$ cat src/rtl/rf_write_arbiter.sv
// Round-robin arbiter for the register-file write port (A = ALU, B = load) plus a busy scoreboard.
// Latency: transfer at edge k -> we/wa/wd in cycle k+1. Backpressure: the losing requester sees ready=0 until the pointer favours it.
module rf_write_arbiter #(
    parameter int DATA_W = 32,
    parameter int ADDR_W = 3,
    parameter int NREG   = 8
) (
    input  logic              clk,
    input  logic              rst,
    input  logic              a_valid,
    output logic              a_ready,
    input  logic [ADDR_W-1:0] a_addr,
    input  logic [DATA_W-1:0] a_data,
    input  logic              b_valid,
    output logic              b_ready,
    input  logic [ADDR_W-1:0] b_addr,
    input  logic [DATA_W-1:0] b_data,
    input  logic              rsv_valid,
    input  logic [ADDR_W-1:0] rsv_addr,
    output logic [ADDR_W-1:0] wa,
    output logic [DATA_W-1:0] wd,
    output logic              we,
    output logic [NREG-1:0]   busy
);

    // r_prio: 0 favours A, 1 favours B
    logic              r_prio;
    logic              r_we;
    logic [ADDR_W-1:0] r_wa;
    logic [DATA_W-1:0] r_wd;
    logic [NREG-1:0]   r_busy;

    logic              w_grant_a;
    logic              w_grant_b;
    logic [NREG-1:0]   w_busy_nxt;

    always_comb begin
        w_grant_a = 1'b0;
        w_grant_b = 1'b0;
        if (!rst) begin
            w_grant_a = a_valid && (!b_valid || !r_prio);
            w_grant_b = b_valid && (!a_valid ||  r_prio);
        end
    end

    // A reservation landing on the register being written wins: it marks a newer producer.
    always_comb begin
        w_busy_nxt = r_busy;
        if (r_we)
            w_busy_nxt[r_wa] = 1'b0;
        if (rsv_valid)
            w_busy_nxt[rsv_addr] = 1'b1;
    end

    always_ff @(posedge clk) begin
        if (rst) begin
            r_prio <= 1'b0;
            r_we   <= 1'b0;
            r_wa   <= '0;
            r_wd   <= '0;
            r_busy <= '0;
        end else begin
            r_we   <= w_grant_a || w_grant_b;
            r_busy <= w_busy_nxt;
            if (w_grant_a) begin
                r_wa   <= a_addr;
                r_wd   <= a_data;
                r_prio <= 1'b1;
            end else if (w_grant_b) begin
                r_wa   <= b_addr;
                r_wd   <= b_data;
                r_prio <= 1'b0;
            end
        end
    end

    assign a_ready = w_grant_a;
    assign b_ready = w_grant_b;
    assign we      = r_we;
    assign wa      = r_wa;
    assign wd      = r_wd;
    assign busy    = r_busy;

endmodule

$ cat config.mk
export PLATFORM = sky130hd
export DESIGN_NAME = rf_write_arbiter
export DESIGN_NICKNAME = d
export VERILOG_FILES = /design/src/rtl/rf_write_arbiter.sv
export SDC_FILE = /design/constraint.sdc
export NUM_CORES = 1
export LEC_CHECK = 0
export CORE_ASPECT_RATIO = 1.4
export CORE_MARGIN = 5
export CORE_UTILIZATION = 41
export CTS_BUF_LIST = sky130_fd_sc_hd__clkbuf_2
export DETAILED_ROUTE_END_ITERATION = 10
export HOLD_SLACK_MARGIN = 0.05
export PLACE_DENSITY = 0.95
export SETUP_SLACK_MARGIN = 0.2
export SYNTH_ARGS = -nofsm -noshare
export SYNTH_HDL_FRONTEND = slang
export SYNTH_SLANG_ARGS = --single-unit
$ cat constraint.sdc
create_clock -name clk -period 2.35 [get_ports clk]
set_input_delay 0.3525 -clock clk [delete_from_list [all_inputs] [get_ports clk]]
set_output_delay 0.3525 -clock clk [all_outputs]
set_load 0.005 [all_outputs]
==> results of run 1 <==
==> metrics by stage <==
stage | utilization | setup WS [ns] | power [mW] | cells
2_1_floorplan | - | 0.834 | 1.04 | 213
5_1_grt | 0.703 | 0.246 | 1.96 | 394
6_report | 0.703 | 0.315 | 1.88 | 394
4_1_cts | 0.702 | 0.210 | 1.90 | 394
3_3_place_gp | 0.682 | 0.213 | 1.33 | 386
3_5_place_dp | 0.682 | 0.178 | 1.34 | 386
==> synthesized netlist by cell type, drive strengths merged <==
master	number
dfxtp	45
a2111oi	35
a221o	35
inv	35
buf	12
clkbuf	10
a21oi	9
o21ai	6
nand2	5
nand3	4
nor2b	4
nand2b	3
nor2	3
o31ai	2
and2	1
nand4	1
nor3	1
nor3b	1
o21a	1
==> power by group <==
part           total (mW)  internal, mW  switching [mW]
Clock               0.558         0.290           0.268
Sequential          0.874         0.830          0.0440
Combinational       0.450         0.291           0.160
Total                1.88          1.41           0.472
==> worst paths after layout <==
check	startpoint	end	slack [ns]	cells after the start
hold / removal	busy[1]	busy[1]	0.50	2
setup reg to reg	r_prio	wd[4]	0.83	4
setup / recovery	r_prio	b_ready	0.31	3
hold reg to reg	busy[1]	busy[1]	0.50	2
==> what timing repair did <==
| item | 4_1_cts | 5_1_grt |
|---|---|---|
| endpoints found under the hold margin | 0 | 0 |
| gates resized for setup | 1 | 2 |
| setup endpoints to repair | 1 | 2 |
==> registers in the layout, summed over array words and instances, names as in the netlist <==
signal  flops
wd         32
busy        8
wa          3
we          1
r_prio      1
==> layout make-up <==
type | count | area [um^2] | area share
timing repair buffer | 131 | 1290 | 0.381
sequential | 45 | 901 | 0.265
multi-input combinational | 111 | 901 | 0.265
inverter | 35 | 131 | 0.0386
tap | 64 | 80.1 | 0.0235
clock inverter | 3 | 68.8 | 0.0202
clock buffer | 5 | 25.0 | 0.00736
==> kinds of logic (layout without fill, tap and decap cells) <==
kind of cell / count (synthesis) / after routing / synth area share
simple gates: 23 / 23 / 0.0629
flops: 45 / 45 / 0.440
compound gates: 88 / 88 / 0.374
buf+inv: 57 / 174 / 0.124
==> worst register-to-register path: cells and delay by family, from the launching register on <==
kind / cells / cell delay [ns]
AO/OA/AOI/OAI: 3 / 0.78
buffers and inverters: 1 / 0.26
flip-flops: 1 / 0.45
==> per-layer routing <==
| metal | vias to the layer above | global-route usage | wire length, um |
|---|---|---|---|
| met4 | 0 | 0.0815 | 209 |
| met5 | - | 0 | 0 |
| met1 | 1040 | 0.233 | 2710 |
| met2 | 118 | 0.366 | 3540 |
| li1 | 1063 | - | - |
| met3 | 18 | 0.0493 | 500 |
==> metrics.yaml, run 1 <==
status:
  status: "completed"
worst_setup_path:
  crit_chain: "nor2b_1 -> nor3b_1 -> clkdlybuf4s50_1"
  critPathKind: "register to output pin"
  max_stage_delay_ns: 0.54
  slowest_stage: "clkdlybuf4s50_1"
  worst-path-buf-inv: 1
  arrival_ns: 1.68
  required_ns: 2.00
  path_max_fanout: 3
  cp-start-kind: "register"
  cp-end-kind: "output pin"
  critPathTopFamily: "buffers and inverters"
cts:
  hold_buffers: 0
  cts_root_buf: "clkbuf_2"
  worstSkewPairLatency_ns: 0.41
  cts_tree: "done"
  cts_htree_levels: 2
  post_cts_buffers: 0
  cts_made_buffers: 5
  clkTransAtPathRegs_ns: 0.25
  cts.sinks: 45
  cts_max_path_buffers: 2
detailed_routing:
  drt_iter0_drc: 175
  drc: 0
  via_per_inst: 5.68
  post_drt_wl_per_cell_um: 17.7
  ant_nets: 0
  dr.pass1.iters: 4
  drt_wl_total_um: 6970
  vias: 2239
cells_and_area:
  drive_above_1_share: 0.0606
  final_common_cell: "clkdlybuf4s50_1"
  diodes: 0
  fillers: 365
  synthToLayoutAreaGrowth_pct: 66.0
  fin_nets: 407
  layout_common_cells: "clkdlybuf4s50_1, dfxtp_1, inv_1, a2111oi_0, a221o_1"
  final_area_mm2: 0.00340
yosys:
  avgSynthCellArea_um2: 9.62
  yosysTopAreaCellShare: 0.440
  synth_top_cell_by_area: "dfxtp_1"
  synth_cell_types: 22
  netlist_instances: 213
  syn_nets: 291
  ys_ff_latch: 45
  seq_area_frac_synth: 0.440
  syn-cell-area_mm2: 0.00205
  synthTopCellsByArea: "dfxtp_1, a221o_1, a2111oi_0, inv_1, buf_6"
  yosysWarnings: 0
die:
  die_h_um: 93.7
  num_io_pins: 124
  rows: 30
  die_area_mm2: 0.00653
  fp.coreArea_mm2: 0.00484
  initial_core_util: 0.423
  die_x_um: 69.8
run:
  maxCapViolCount: 0
placement:
  dpl.hpwl_um: 5080
  dpl_cell_area_mm2: 0.00330
  port-buffer-count: 123
  gp_congestion: 0.763
power:
  leakage_nw: 1.34
  power.density_mw_per_mm2: 554
  peakVddDrop_mv: 0.334
sta:
  rsz0062_at_grt: "no"
  setup_tns_ns: 0
  max_freq_mhz: 491
  hold_slack_ns: 0.497
  hold_violations: 0
  finalMaxSlewViolations: 0
  relSlewSlack: 0.600
  tightest_slew_ns: 0.598
  period_share: 0.866
  finalCriticalPeriod_ns: 2.04
  clock_skew_ns: 0.00806
  setup_viol: 0
global_route:
  grt_max_degree: 44
  grt_antenna_before_repair: 0
  track_usage: 0.205
  overflow: 0
  grt_pass1_vias: 2234
  grt_pass1_wl_um: 10900
hold_path:
  hold_path_class: "register to register"
Power figures use the tool's default switching activity.
==> inputs of run 2 (changes only) <==
- CORE_UTILIZATION: 41 -> 38
- PLACE_DENSITY: 0.95 -> 0.94
- clock period: 2.35 -> 1.9 ns (I/O delays scaled with it)
==> run 2 against run 1 <==
  * Register-to-register slack worse by 0.44 ns
  * Combinational power up 28%
  * Sequential share of layout area about the same
  * Clock skew up 0.015 ns
  * Largest cell class unchanged
==> metrics.yaml, run 2 (synthesis results as in run 1) <==
detailed_routing:
  via_per_inst: 5.61  # -1.2%
  vias: 2256  # +0.76%
  drt_wl_total_um: 7150  # +2.6%
  post_drt_wl_per_cell_um: 17.8  # +0.59%
  drc: 0  # unchanged
  drt_iter0_drc: 155  # -11%
  dr.pass1.iters: 5  # +1
  ant_nets: 0  # unchanged
placement:
  dpl.hpwl_um: 5320  # +4.7%
  port-buffer-count: 123  # unchanged
  post-place-ws_ns: -0.117  # -0.295 ns
  gp_congestion: 0.790  # +3.5%
  dpl_cell_area_mm2: 0.00337  # +2.0%
cts:
  clkTransAtPathRegs_ns: 0.22  # -0.03 ns
  cts_tree: "done"
  cts.sinks: 45  # unchanged
  worstSkewPairLatency_ns: 0.40  # about the same
  cts_made_buffers: 5  # unchanged
  cts_max_path_buffers: 2  # unchanged
  cts_htree_levels: 2  # unchanged
  hold_buffers: 0  # unchanged
  cts_root_buf: "clkbuf_2"
cells_and_area:
  layout_common_cells: "clkdlybuf4s50_1, dfxtp_1, inv_1, a2111oi_0, a221o_1"
  diodes: 0  # unchanged
  utilization: 0.663  # -0.0398
  final_area_mm2: 0.00344  # +1.3%
  fillers: 439  # +20%
  fin_nets: 413  # +1.5%
  drive_above_1_share: 0.0952  # +0.0346
  final_common_cell: "clkdlybuf4s50_1"
  synthToLayoutAreaGrowth_pct: 68.1
  largest_reg_flops: 32  # unchanged
power:
  power.density_mw_per_mm2: 634  # +15%
  power.total_mw: 2.18  # +16%
  leakage_nw: 1.35  # +1.0%
  peakVddDrop_mv: 0.383  # +15%
die:
  die_h_um: 96.9  # +3.5%
  die_area_mm2: 0.00698  # +6.9%
  fp.coreArea_mm2: 0.00520  # +7.3%
  initial_core_util: 0.394  # -0.0289
  num_io_pins: 124  # unchanged
  die_x_um: 72.1  # +3.3%
  rows: 31  # +3.3%
global_route:
  overflow: 0  # unchanged
  grt_max_degree: 36  # -18%
  track_usage: 0.198  # -0.00622
  grt_pass1_wl_um: 11200  # +3.0%
  grt_antenna_before_repair: 0  # unchanged
  grt_pass1_vias: 2345  # +5.0%
sta:
  setup_slack_ns: 0.283  # -0.0316 ns
  clock_skew_ns: 0.0229  # +0.0149 ns
  finalCriticalPeriod_ns: 1.62
  setup_viol: 0  # unchanged
  finalMaxSlewViolations: 0  # unchanged
  period_share: 0.851
  relSlewSlack: 0.648  # +0.0479
  hold_violations: 0  # unchanged
  max_freq_mhz: 618
  rsz0062_at_grt: "no"
  hold_slack_ns: 0.473  # -0.0234 ns
  tightest_slew_ns: 0.515  # -0.0832 ns
run:
  maxCapViolCount: 0  # unchanged
worst_setup_path:
  crit_chain: "clkdlybuf4s50_1"
  path_max_fanout: 2  # -1
  max_stage_delay_ns: 0.54  # about the same
  cp-end-kind: "output pin"
  required_ns: 1.62  # -0.38 ns
  critPathKind: "register to output pin"
  worst-path-buf-inv: 1  # unchanged
  critPathTopFamily: "buffers and inverters"
  arrival_ns: 1.33  # -0.35 ns
  cp-start-kind: "register"
  slowest_stage: "clkdlybuf4s50_1"
hold_path:
  hold_path_class: "input port to register"
status:
  status: "completed"
-- run 2: final timing paths --
| path | from | cells after the start | end | slack (ns) |
|---|---|---|---|---|
| setup reg to reg | r_prio | 5 | wd[18] | 0.39 |
| hold / removal | a_data[20] | 2 | wd[20] | 0.47 |
| hold reg to reg | busy[2] | 2 | busy[2] | 0.49 |
| setup / recovery | wd[28] | 1 | wd[28] | 0.28 |
-- run 2: where the power goes --
part	internal [mW]	total [mW]	switching, mW
clock network	0.225	0.526	0.302
logic	0.372	0.576	0.204
registers	1.03	1.08	0.0535
total	1.62	2.18	0.559
-- run 2: routing by layer --
metal | GRT usage | up-vias | wire length, um
met4 | 0.0724 | 0 | 150
met3 | 0.0446 | 14 | 444
li1 | - | 1074 | -
met1 | 0.218 | 1073 | 2620
met5 | 0 | - | 0
met2 | 0.359 | 95 | 3930
-- run 2: layout make-up --
| cell class | instances | area, um^2 | share of cell area |
|---|---|---|---|
| repair buffers | 137 | 1350 | 0.393 |
| flip-flops and latches | 45 | 913 | 0.265 |
| multi-input cells | 111 | 901 | 0.262 |
| inverters | 35 | 131 | 0.0381 |
| well taps | 66 | 82.6 | 0.0240 |
| clock inverters | 2 | 33.8 | 0.00981 |
| clock buffers | 6 | 30.0 | 0.00872 |
-- run 2: what timing repair did --
item                                    in CTS  in global routing
pin swaps                                    0                  0
gates resized for setup                      7                  7
endpoints found under the setup margin       4                  6
setup buffers                                1                  0
-- run 2: per-stage QoR --
step	TNS, ns	std cells
floorplan	0	213
global placement	-0.895	393
detailed placement	-2.30	393
CTS	0	402
global route	0	402
finish	0	402
==> inputs of run 3 (changes only) <==
- CORE_UTILIZATION: 38 -> 45
- DONT_BUFFER_PORTS: default -> 1
- PLACE_DENSITY: 0.94 -> 0.74
- clock period: 1.9 -> 1.45 ns (I/O delays scaled with it)
==> run 3 against run 2 <==
  * The run now ends with setup timing left
  * Total power grew 11%
  * Final area shrank 16%
  * Global-route usage grew 0.43 points
  * Clock power shrank 4.9%
  * Largest power group unchanged
  * Die area shrank 14%
  * Critical path depth grew 4
==> metrics.yaml, run 3 (synthesis results as in run 1) <==
sta:
  hold_violations: 0  # unchanged
  max_freq_mhz: 676
  relSlewSlack: 0.675  # +0.0269
  setup_viol: 1  # +1
  setup_slack_ns: -0.0301  # -0.313 ns
  finalCriticalPeriod_ns: 1.48
  tightest_slew_ns: 0.476  # -0.0394 ns
  finalMaxSlewViolations: 0  # unchanged
  rsz0062_at_grt: "yes"
  setup_tns_ns: -0.0301  # -0.0301 ns
  clock_skew_ns: 0.00961  # -0.0133 ns
  period_share: 1.02
  hold_slack_ns: 0.0815  # -0.392 ns
detailed_routing:
  dr.pass1.iters: 4  # -1
  ant_nets: 0  # unchanged
  vias: 1940  # -14%
  drc: 0  # unchanged
  drt_iter0_drc: 87  # -44%
  post_drt_wl_per_cell_um: 21.0  # +18%
  drt_wl_total_um: 6640  # -7.1%
  via_per_inst: 6.14  # +9.4%
power:
  leakage_nw: 1.10  # -19%
  peakVddDrop_mv: 0.467  # +22%
  power.total_mw: 2.43  # +11%
  power.density_mw_per_mm2: 835  # +32%
cells_and_area:
  final_common_cell: "dfxtp_1"
  layout_common_cells: "dfxtp_1, dlygate4sd3_1, inv_1, a221o_1, a2111oi_2"
  multi_input_area_mm2: 0.00118  # +31%
  fillers: 363  # -17%
  drive_above_1_share: 0.189  # +0.0937
  final_area_mm2: 0.00291  # -16%
  largest_reg_flops: 32  # unchanged
  register_area_um2: 903  # -1.1%
  synthToLayoutAreaGrowth_pct: 41.9
  final_cells: 316  # -21%
  fin_nets: 331  # -20%
  diodes: 0  # unchanged
cts:
  cts.sinks: 45  # unchanged
  cts_htree_levels: 2  # unchanged
  cts_max_path_buffers: 2  # unchanged
  cts_root_buf: "clkbuf_2"
  clkTransAtPathRegs_ns: 0.22  # about the same
  cts_tree: "done"
  worstSkewPairLatency_ns: 0.40  # about the same
  cts_made_buffers: 5  # unchanged
worst_setup_path:
  cp_common_cell: "buf_4"
  max_stage_delay_ns: 0.47  # -0.07 ns
  ff2ff_path_depth: 5  # unchanged
  setup.worst_path.end: "wd[2]"
  worst-path-buf-inv: 2  # +1
  path_max_fanout: 11  # +9
  crit_path_start: "r_prio"
  critPathKind: "register to register"
  cp-end-kind: "register"
  cp-start-kind: "register"
  critPathTopFamily: "compound AO/OA/AOI/OAI gates"
  arrival_ns: 1.85  # +0.52 ns
  reg2reg_from: "r_prio"
  slowest_stage: "a2111oi_1"
  crit_chain: "a21oi_4 -> buf_4 -> buf_4 -> a2111oi_1 -> a221o_1"
  required_ns: 1.82  # +0.20 ns
  rrSetupSlack_ns: -0.03  # -0.42 ns
  r2r_end: "wd[2]"
  path_depth: 5  # +4
global_route:
  grt_antenna_before_repair: 0  # unchanged
  grt_pass1_vias: 1858  # -21%
  grt_pass1_wl_um: 9470  # -15%
  track_usage: 0.203  # +0.00429
  grt_max_degree: 41  # +14%
  overflow: 0  # unchanged
status:
  status: "finished with violations"
  violations: "setup timing"
die:
  fp.coreArea_mm2: 0.00446  # -14%
  initial_core_util: 0.459  # +0.0649
  die_h_um: 89.9  # -7.3%
  num_io_pins: 124  # unchanged
  rows: 29  # -6.5%
  die_area_mm2: 0.00602  # -14%
  die_x_um: 67.0  # -7.0%
placement:
  port-buffer-count: 0  # -100%
  gp_congestion: 0.753  # -4.7%
  dpl.hpwl_um: 3990  # -25%
  dpl.cell_count: 262  # -33%
  dpl_cell_area_mm2: 0.00209  # -38%
run:
  maxCapViolCount: 0  # unchanged
hold_path:
  hold_path_class: "input port to register"
  whs_path_depth: 3  # +1
-- run 3: per-stage QoR --
step                 util  setup WS [ns]
finish              0.652        -0.0301
global route        0.652         -0.103
CTS                 0.588        0.00165
detailed placement  0.469         0.0862
global placement    0.469          0.124
floorplan               -          0.203
-- run 3: routing by layer --
layer  part of all wire  GRT usage  up-vias
li1                   -          -      907
met5                  0          0        -
met3              0.075     0.0536       14
met4              0.024     0.0863        0
met2               0.56      0.359       83
met1               0.34      0.217      936
-- run 3: repair_timing --
action	in CTS	in global routing
endpoints found under the hold margin	45	1
endpoints found under the setup margin	37	39
pin swaps	2	6
hold buffers	42	1
setup buffers	2	0
gates resized for setup	10	59
cloned	1	0
-- run 3: final cells by class --
cell class,instances,area share
sequential,45,0.311
tap,62,0.0267
timing repair buffer,55,0.200
multi-input combinational,111,0.404
clock buffer,5,0.00861
inverter,35,0.0452
clock inverter,3,0.00430
-- run 3: worst min path at each step --
stage                     start  endpoint  slack [ns]
global placement            rst   busy[4]        0.29
detailed placement          rst   busy[3]        0.30
floorplan             a_data[0]     wd[0]        0.36
finish              rsv_addr[2]   busy[4]        0.08
CTS                 rsv_addr[2]   busy[4]        0.06
global route                rst    wd[31]        0.06
-- run 3: report_power, final --
group | total (mW) | internal [mW] | switching [mW]
clock | 0.500 | 0.106 | 0.394
sequential | 1.45 | 1.35 | 0.102
combinational | 0.478 | 0.272 | 0.206
-- run 3: worst reg2reg max path: cells and delay by family (launching register included) --
kind            cells  cell delay (ns)
flops               1             0.41
compound gates      3             0.70
buf+inv             2             0.35
